**config.mk**
```make
export PLATFORM = sky130hd
export DESIGN_NAME = arm_ctrl_pipe
export DESIGN_NICKNAME = d
export VERILOG_FILES = /design/src/rtl/arm_pipe_pkg.sv /design/src/rtl/arm_hazard_unit.sv /design/src/rtl/arm_ctrl_pipe.sv
export SDC_FILE = /design/constraint.sdc
export NUM_CORES = 1
export LEC_CHECK = 0
export CORE_MARGIN = 1.5
export CORE_UTILIZATION = 35
export DETAILED_ROUTE_END_ITERATION = 8
export PLACE_DENSITY = 0.71
export SYNTH_ARGS = -nofsm -noshare
export SYNTH_HDL_FRONTEND = slang
export SYNTH_SLANG_ARGS = --single-unit
```
**constraint.sdc**
```tcl
create_clock -name clk -period 1.85 [get_ports clk]
set_input_delay 0.37 -clock clk [delete_from_list [all_inputs] [get_ports clk]]
set_output_delay 0.37 -clock clk [all_outputs]
set_load 0.03 [all_outputs]
```
**src/rtl/arm_pipe_pkg.sv**
```systemverilog
// Shared constants for the ARM control-word pipeline: control-word field positions,
// the bubble word, special register numbers and forwarding select codes.
package arm_pipe_pkg;

   localparam int CW_WIDTH = 16;
   localparam int RA_WIDTH = 4;

   // Bit positions inside the 16-bit decoder control word
   localparam int CW_BL       = 11;
   localparam int CW_NZCV     = 10;
   localparam int CW_PCSRC    = 3;
   localparam int CW_MEMWRITE = 2;
   localparam int CW_REGWRITE = 1;
   localparam int CW_MEMTOREG = 0;

   localparam logic [CW_WIDTH-1:0] CW_BUBBLE = '0;

   localparam int LINK_REG = 14;
   localparam int PC_REG   = 15;

   typedef enum logic [1:0] {
      FWD_RF  = 2'b00,
      FWD_MEM = 2'b01,
      FWD_WB  = 2'b10
   } fwd_e;

endpackage

```
**src/rtl/arm_hazard_unit.sv**
```systemverilog
// Combinational hazard resolution: load-use and flag-use stalls, taken-branch flush
// and operand forwarding selects for the ID-stage instruction.
module arm_hazard_unit
   import arm_pipe_pkg::*;
#(
   parameter int RA_W = RA_WIDTH
) (
   input  logic            ex_load,
   input  logic            ex_nzcv,
   input  logic            ex_pcsrc,
   input  logic [RA_W-1:0] ex_rd,
   input  logic            mem_regwrite,
   input  logic            mem_memtoreg,
   input  logic [RA_W-1:0] mem_rd,
   input  logic            wb_regwrite,
   input  logic [RA_W-1:0] wb_rd,
   input  logic            id_cond,
   input  logic [RA_W-1:0] id_rn,
   input  logic [RA_W-1:0] id_rm,
   input  logic            id_rn_use,
   input  logic            id_rm_use,
   output logic            stall_f,
   output logic            stall_d,
   output logic            flush_d,
   output logic            ex_bubble,
   output logic [1:0]      fwd_a,
   output logic [1:0]      fwd_b
);

   logic lu;
   logic fh;

   // A loaded value is only available from WB, so MEM forwards ALU results only; r15 never forwards.
   function automatic fwd_e fwd_select(input logic [RA_W-1:0] r, input logic used);
      if (!used || r == RA_W'(PC_REG))
         return FWD_RF;
      else if (mem_regwrite && !mem_memtoreg && mem_rd == r)
         return FWD_MEM;
      else if (wb_regwrite && wb_rd == r)
         return FWD_WB;
      else
         return FWD_RF;
   endfunction

   always_comb begin
      // NOTE: every output gets a default first so no path can leave one unassigned (no latch).
      lu        = 1'b0;
      fh        = 1'b0;
      stall_f   = 1'b0;
      stall_d   = 1'b0;
      flush_d   = 1'b0;
      ex_bubble = 1'b0;

      lu = ex_load && ((id_rn_use && id_rn == ex_rd) || (id_rm_use && id_rm == ex_rd));
      fh = id_cond && ex_nzcv;

      // A taken branch discards the ID instruction anyway, so holding it would be pointless.
      flush_d   = ex_pcsrc;
      stall_f   = (lu || fh) && !ex_pcsrc;
      stall_d   = stall_f;
      ex_bubble = lu || fh || ex_pcsrc;
   end

   assign fwd_a = fwd_select(id_rn, id_rn_use);
   assign fwd_b = fwd_select(id_rm, id_rm_use);

endmodule

```
**src/rtl/arm_ctrl_pipe.sv**
```systemverilog
// Control-word stage registers ID/EX, EX/MEM and MEM/WB with hazard handling; the
// ID/EX register takes a bubble whenever the hazard unit stalls or flushes.
module arm_ctrl_pipe
   import arm_pipe_pkg::*;
#(
   parameter int CW_W = CW_WIDTH,
   parameter int RA_W = RA_WIDTH
) (
   input  logic            clk,
   input  logic            reset,
   input  logic [CW_W-1:0] id_cw,
   input  logic            id_cond,
   input  logic [RA_W-1:0] id_rn,
   input  logic [RA_W-1:0] id_rm,
   input  logic            id_rn_use,
   input  logic            id_rm_use,
   input  logic [RA_W-1:0] id_rd,
   output logic [CW_W-1:0] ex_cw,
   output logic [RA_W-1:0] ex_rd,
   output logic            mem_memwrite,
   output logic            mem_regwrite,
   output logic            mem_memtoreg,
   output logic [RA_W-1:0] mem_rd,
   output logic            wb_regwrite,
   output logic            wb_memtoreg,
   output logic [RA_W-1:0] wb_rd,
   output logic            stall_f,
   output logic            stall_d,
   output logic            flush_d,
   output logic [1:0]      fwd_a,
   output logic [1:0]      fwd_b
);

   logic ex_bubble;

   arm_hazard_unit #(.RA_W(RA_W)) u_hazard (
      .ex_load      (ex_cw[CW_REGWRITE] & ex_cw[CW_MEMTOREG]),
      .ex_nzcv      (ex_cw[CW_NZCV]),
      .ex_pcsrc     (ex_cw[CW_PCSRC]),
      .ex_rd        (ex_rd),
      .mem_regwrite (mem_regwrite),
      .mem_memtoreg (mem_memtoreg),
      .mem_rd       (mem_rd),
      .wb_regwrite  (wb_regwrite),
      .wb_rd        (wb_rd),
      .id_cond      (id_cond),
      .id_rn        (id_rn),
      .id_rm        (id_rm),
      .id_rn_use    (id_rn_use),
      .id_rm_use    (id_rm_use),
      .stall_f      (stall_f),
      .stall_d      (stall_d),
      .flush_d      (flush_d),
      .ex_bubble    (ex_bubble),
      .fwd_a        (fwd_a),
      .fwd_b        (fwd_b)
   );

   // NOTE: asynchronous reset clears every stage at once, so no pending write outlives it.
   always_ff @(posedge clk or negedge reset) begin
      if (!reset) begin
         ex_cw        <= CW_BUBBLE;
         ex_rd        <= '0;
         mem_memwrite <= 1'b0;
         mem_regwrite <= 1'b0;
         mem_memtoreg <= 1'b0;
         mem_rd       <= '0;
         wb_regwrite  <= 1'b0;
         wb_memtoreg  <= 1'b0;
         wb_rd        <= '0;
      end else begin
         // NOTE: non-blocking updates let every stage sample its predecessor's old value.
         if (ex_bubble) begin
            ex_cw <= CW_BUBBLE;
            ex_rd <= '0;
         end else begin
            ex_cw <= id_cw;
            ex_rd <= id_cw[CW_BL] ? RA_W'(LINK_REG) : id_rd;
         end
         mem_memwrite <= ex_cw[CW_MEMWRITE];
         mem_regwrite <= ex_cw[CW_REGWRITE];
         mem_memtoreg <= ex_cw[CW_MEMTOREG];
         mem_rd       <= ex_rd;
         wb_regwrite  <= mem_regwrite;
         wb_memtoreg  <= mem_memtoreg;
         wb_rd        <= mem_rd;
      end
   end

endmodule

```
; ---- Yosys cells after proc, flatten, opt, wreduce, memory -nomap -nowiden
; Index checks and enable logic that the tools add are counted.
[word_totals]
register_bits = 33
latchBits = 0
ram_bits = 0
mem_bits_ro = 0
in_bits = 33
out_inout_bits = 40
word_cells = 46
n_memories = 0
[classes]
addsub = 0
mul = 0
n_div = 0
n_lt_le_gt_ge = 0
n_eq_ne = 8
shift = 0
mux = 9
bitwise_logic = 1
n_reduce_logical = 19
[op_table]
columns = op, n
row1 = equality test 4 bit, 6
row2 = 2-to-1 mux 16 bit, 1
row3 = 2-to-1 mux 2 bit, 6
row4 = logical AND 1 bit, 10
row5 = "equality test 4 bit, second input constant", 2
row6 = 2-to-1 mux 4 bit, 2
row7 = logical OR 1 bit, 5
row8 = zero test 1 bit, 4
row9 = AND 1 bit, 1

; ---- Logic depth before layout (Yosys ltp)
; Gate-level depths: netlist (run 1).
[logic_depth]
ltp_word = 7
ltp_mapped = 6
ltp_nobuf = 4

; ---- Hierarchy
; From an unflattened synthesis (run 1), not the netlist that was laid out.
[hier_totals]
hier_cells = 110
hier_area_um2 = 1363.8
[by_module_without_submodules]
columns = mod, n_inst, cells_per_inst, area_each_um2, seq_area_each_um2
row1 = arm_ctrl_pipe, 1, 56, 991.0, 825.8
row2 = arm_hazard_unit, 1, 54, 372.9, 0.0

; ---- Least setup slack after synthesis (run 1)
; No wires, ideal clock.
[synth_timing]
path_kind = register to output
start = register mem_rd[2]
end = output port fwd_b[1]
t_arrival_ps = 1823
required_time_ps = 1480
slack_ps = -343
stages_incl_launch_ff = 5
path_buffers = 0
cell_sequence = dfrtp_1 -> xnor2_1 -> nand3_1 -> nor3_1 -> nor4_1
[synth_between]
elab_chain_cells = 4
[synth_lines]
columns = element, line_no
row1 = "start, declared", arm_ctrl_pipe.sv:23  ; output logic [RA_W-1:0] mem_rd,
row2 = "start signal, assigned", arm_ctrl_pipe.sv:83  ; mem_rd <= ex_rd;
row3 = equality test 4 bit, arm_hazard_unit.sv:37  ; else if (mem_regwrite && !mem_memtoreg && mem_rd == r)
row4 = logical AND 1 bit, arm_hazard_unit.sv:37
row5 = 2-to-1 mux 2 bit, arm_hazard_unit.sv:37
row6 = 2-to-1 mux 2 bit, arm_hazard_unit.sv:35  ; if (!used || r == RA_W'(PC_REG))
row7 = "end, declared", arm_ctrl_pipe.sv:31  ; output logic [1:0] fwd_b
; No other way between the ends.

; ---- Worst setup path after layout (run 1)
[layout_timing]
start = input port id_rm_use
end = output port stall_f
[layout_between]
elab_chain_cells = 5
[layout_lines]
columns = element, line_no
row1 = "start, declared", arm_ctrl_pipe.sv:16  ; input logic id_rm_use,
row2 = logical AND 1 bit, arm_hazard_unit.sv:54  ; lu = ex_load && ((id_rn_use && id_rn == ex_rd) || (id_rm_use && id_rm == ex_rd));
row3 = logical OR 1 bit, arm_hazard_unit.sv:54
row4 = logical AND 1 bit, arm_hazard_unit.sv:54
row5 = logical OR 1 bit, arm_hazard_unit.sv:59  ; stall_f = (lu || fh) && !ex_pcsrc;
row6 = logical AND 1 bit, arm_hazard_unit.sv:59
row7 = "end, declared", arm_ctrl_pipe.sv:27  ; output logic stall_f,
; No other way between the ends.

==> results.json, run 1 <==
{
  "setup_ws_ps": -75.3,
  "synth.top_cell.area_share_pct": 55.7,
  "ys.warnings.count": 0,
  "ys.flop_type": "dfrtp_1",
  "rows": 23,
  "synthArstFlopShare_pct": 100,
  "area_delta_synth_final_pct": 70.0,
  "ff2ff_setup_slack_ps": 360,
  "wl_per_cell_um": 15.0,
  "final_layout_size_suffix_gt1_share_pct": 35.7,
  "path_clk_slew_ps": 60,
  "dp_slack_ps": -364,
  "avgSynthCellArea_um2": 13.3,
  "synthAdderAreaFrac_pct": 0,
  "cts_buffers": 5,
  "routed-via-count": 1183,
  "die_h_um": 68.1,
  "synth-seq-cells": 33,
  "worst_hold_startpoint": "ex_cw[2]",
  "fin_area_mm2": 0.00252,
  "insertedDiodeCount": 0,
  "synth_edf_count": 0,
  "cts_buffer_depth": 2,
  "seq_area_frac_synth_pct": 55.7,
  "grt_max_degree": 34,
  "startpoint": "id_rm_use",
  "synth_compound_area_share_pct": 1.01,
  "hold_path.class": "reg -> reg",
  "dp_hpwl_um": 2780,
  "timing.rr.start": "ex_rd[1]",
  "synth_xor_area_share_pct": 14.2,
  "hold-path-endpoint": "mem_memwrite",
  "final_max_slew_viol_count": 0,
  "clk_latency_ps": 280,
  "dpl_cell_area_mm2": 0.00229,
  "reg2reg_to": "ex_rd[0]",
  "met3_wirelength_um": 426,
  "synth.area.mux_share_pct": 0,
  "finalHoldViolCount": 0,
  "synth_commonest_cells": "33 x dfrtp_1, 22 x xnor2_1, 16 x nor3b_2",
  "grt_setup_unrepaired": "yes",
  "worstSetupPathType": "in -> out",
  "drtIter0Drc": 32,
  "die_x_um": 68.1,
  "finalPower_mw": 2.08,
  "cts.sinks": 33,
  "synth_simple_gate_area_share_pct": 25.5,
  "required_ps": 1480,
  "wirelength_um": 3740,
  "final.min_clock_period_ps": 1930,
  "cts_tree": "yes",
  "power_density_mw_per_mm2": 824,
  "grt_pass1_vias": 1299,
  "setup_viol": 4,
  "port_buffers": 72,
  "critPathLaunchType": "input port",
  "grt_usage_pct": 17.6,
  "drt-vias-per-instance": 4.75,
  "slew_headroom_pct": 73.0,
  "ios": 73,
  "initial_core_util_pct": 36.8,
  "fin_util_pct": 62.5,
  "p_leak_nw": 1.08,
  "drt-met1-wl_um": 1380,
  "violations": "setup timing",
  "synth_top_family_by_area": "simple AND/OR/NAND/NOR gates",
  "drt_first_pass_iters": 4,
  "tightestPinTransition_ps": 406,
  "dp_cells": 235,
  "finalNetCount": 231,
  "crit_fanout": 2,
  "synth_area_leaders": "dfrtp_1 56%, nor3b_2 14%, xnor2_1 13%",
  "grt_pass1_wl_um": 5870,
  "syn_area_mm2": 0.00148,
  "synthCells": 111,
  "synth.distinct_cells": 19,
  "fin_crit_sh_pct": 104,
  "arrival_ps": 1560,
  "postRouteAntennaNets": 0,
  "grt_overflow": 0,
  "wl_met2_um": 1830,
  "end_kind": "primary output",
  "drv_cap": 0,
  "synth_most_common_cell": "dfrtp_1",
  "place.gp.congestion": 0.788,
  "cts_htree_levels": 2,
  "core_mm2": 0.00403,
  "drc_errors": 0,
  "syn-num-nets": 144,
  "finClkSkew_ps": 5.72,
  "die_area_mm2": 0.00463,
  "fillCellCount": 339,
  "reg2reg_depth": 5,
  "ir_worst_vdd_uv": 591,
  "grt_antenna_before_repair": 0,
  "cts_root_buf": "clkbuf_8",
  "fin_cells": 249,
  "outcome": "finished, violations left",
  "top_layer": "met4",
  "yosysTopAreaCell": "dfrtp_1",
  "whs_path_depth": 0,
  "max_freq_mhz": 519
}
==> worst max-delay path by stage <==
| stage | endpoint | depth (start not counted) |
|---|---|---|
| 2_1_floorplan | fwd_b[0] | 2 |
| 3_3_place_gp | stall_d | 6 |
| 3_5_place_dp | fwd_a[1] | 6 |
| 4_1_cts | stall_d | 5 |
| 5_1_grt | stall_f | 5 |
| 6_report | stall_f | 5 |
==> power by group <==
group	switching [mW]	internal, mW
Sequential	0.0583	0.798
Clock	0.232	0.303
Combinational	0.358	0.326
Total	0.649	1.43
==> state kept, by name (all words and copies together) (netlist names) <==
signal and flops:
mem_memtoreg 1, wb_memtoreg 1, wb_rd 4, wb_regwrite 1, mem_rd 4, ex_cw 16
mem_memwrite 1, mem_regwrite 1, ex_rd 4
==> worst max-delay path: stages <==
cell and delay [ps]:
clkdlybuf4s50_1 510, nand4_1 110, o221ai_2 230, and2b_4 210, buf_6 130
==> metal layers <==
metal | vias to the layer above | track usage (%)
met1 | 558 | 18.3
met2 | 66 | 30.7
met5 | - | 0
met4 | 0 | 7.25
met3 | 11 | 8.06
li1 | 548 | -
==> what timing repair did <==
item | CTS | global route
setup buffers | 5 | 1
pin swaps | 8 | 1
resized for setup | 29 | 7
gates cloned | 0 | 0
hold buffers | 0 | 0
setup endpoints to repair | 6 | 10
==> layout make-up <==
class | count | area, um2 | area share (%)
timing repair buffer | 87 | 837 | 33.2
sequential | 33 | 833 | 33.1
multi-input combinational | 71 | 696 | 27.6
clock buffer | 8 | 90.1 | 3.58
tap | 50 | 62.6 | 2.48
==> logic make-up (layout without fill, tap and decap cells) <==
group / Yosys count / count (layout)
AO/OA/AOI/OAI: 1 / 1
XOR/XNOR: 24 / 24
buffers and inverters: 7 / 95
flip-flops: 33 / 33
AND/OR/NAND/NOR: 46 / 46
==> layout by cell type (no fill, tap or decap) <==
master,synthesis,layout
clkdlybuf4s50_1,0,50
dfrtp_1,33,27
xnor2_1,22,19
buf_4,3,19
nor3b_2,16,16
clkbuf_8,0,6
dfrtp_2,0,6
nor3_2,3,5
dlygate4sd2_1,0,5
dlymetal6s2s_1,0,5
nand4_1,4,4
nand2_1,5,4
nand3_1,5,4
buf_6,2,4
xnor2_2,0,3
nor2_1,3,3
nor4_2,0,2
nand3_2,1,2
nor4_4,0,2
clkbuf_1,2,2
clkdlybuf4s15_1,0,2
clkdlybuf4s15_2,0,2
xor2_1,2,1
nand2b_1,1,1
nand2_2,0,1
xor2_2,0,1
o221ai_2,1,1
nor4b_1,1,1
and2b_4,0,1
==> through the flow <==
stage	hold slack, ps	setup TNS [ps]
3_3_place_gp	359	-4200
4_1_cts	388	-182
6_report	385	-220
5_1_grt	393	-568
3_5_place_dp	375	-4970
2_1_floorplan	74.4	-357
Power figures use the tool's default switching activity.
==> run 2: changes to the inputs <==
- CAP_MARGIN: default -> 10
- GPL_TIMING_DRIVEN: default -> 1
==> results of run 2 <==
Same layout as run 1: the final DEF is identical, and so are final timing and power.
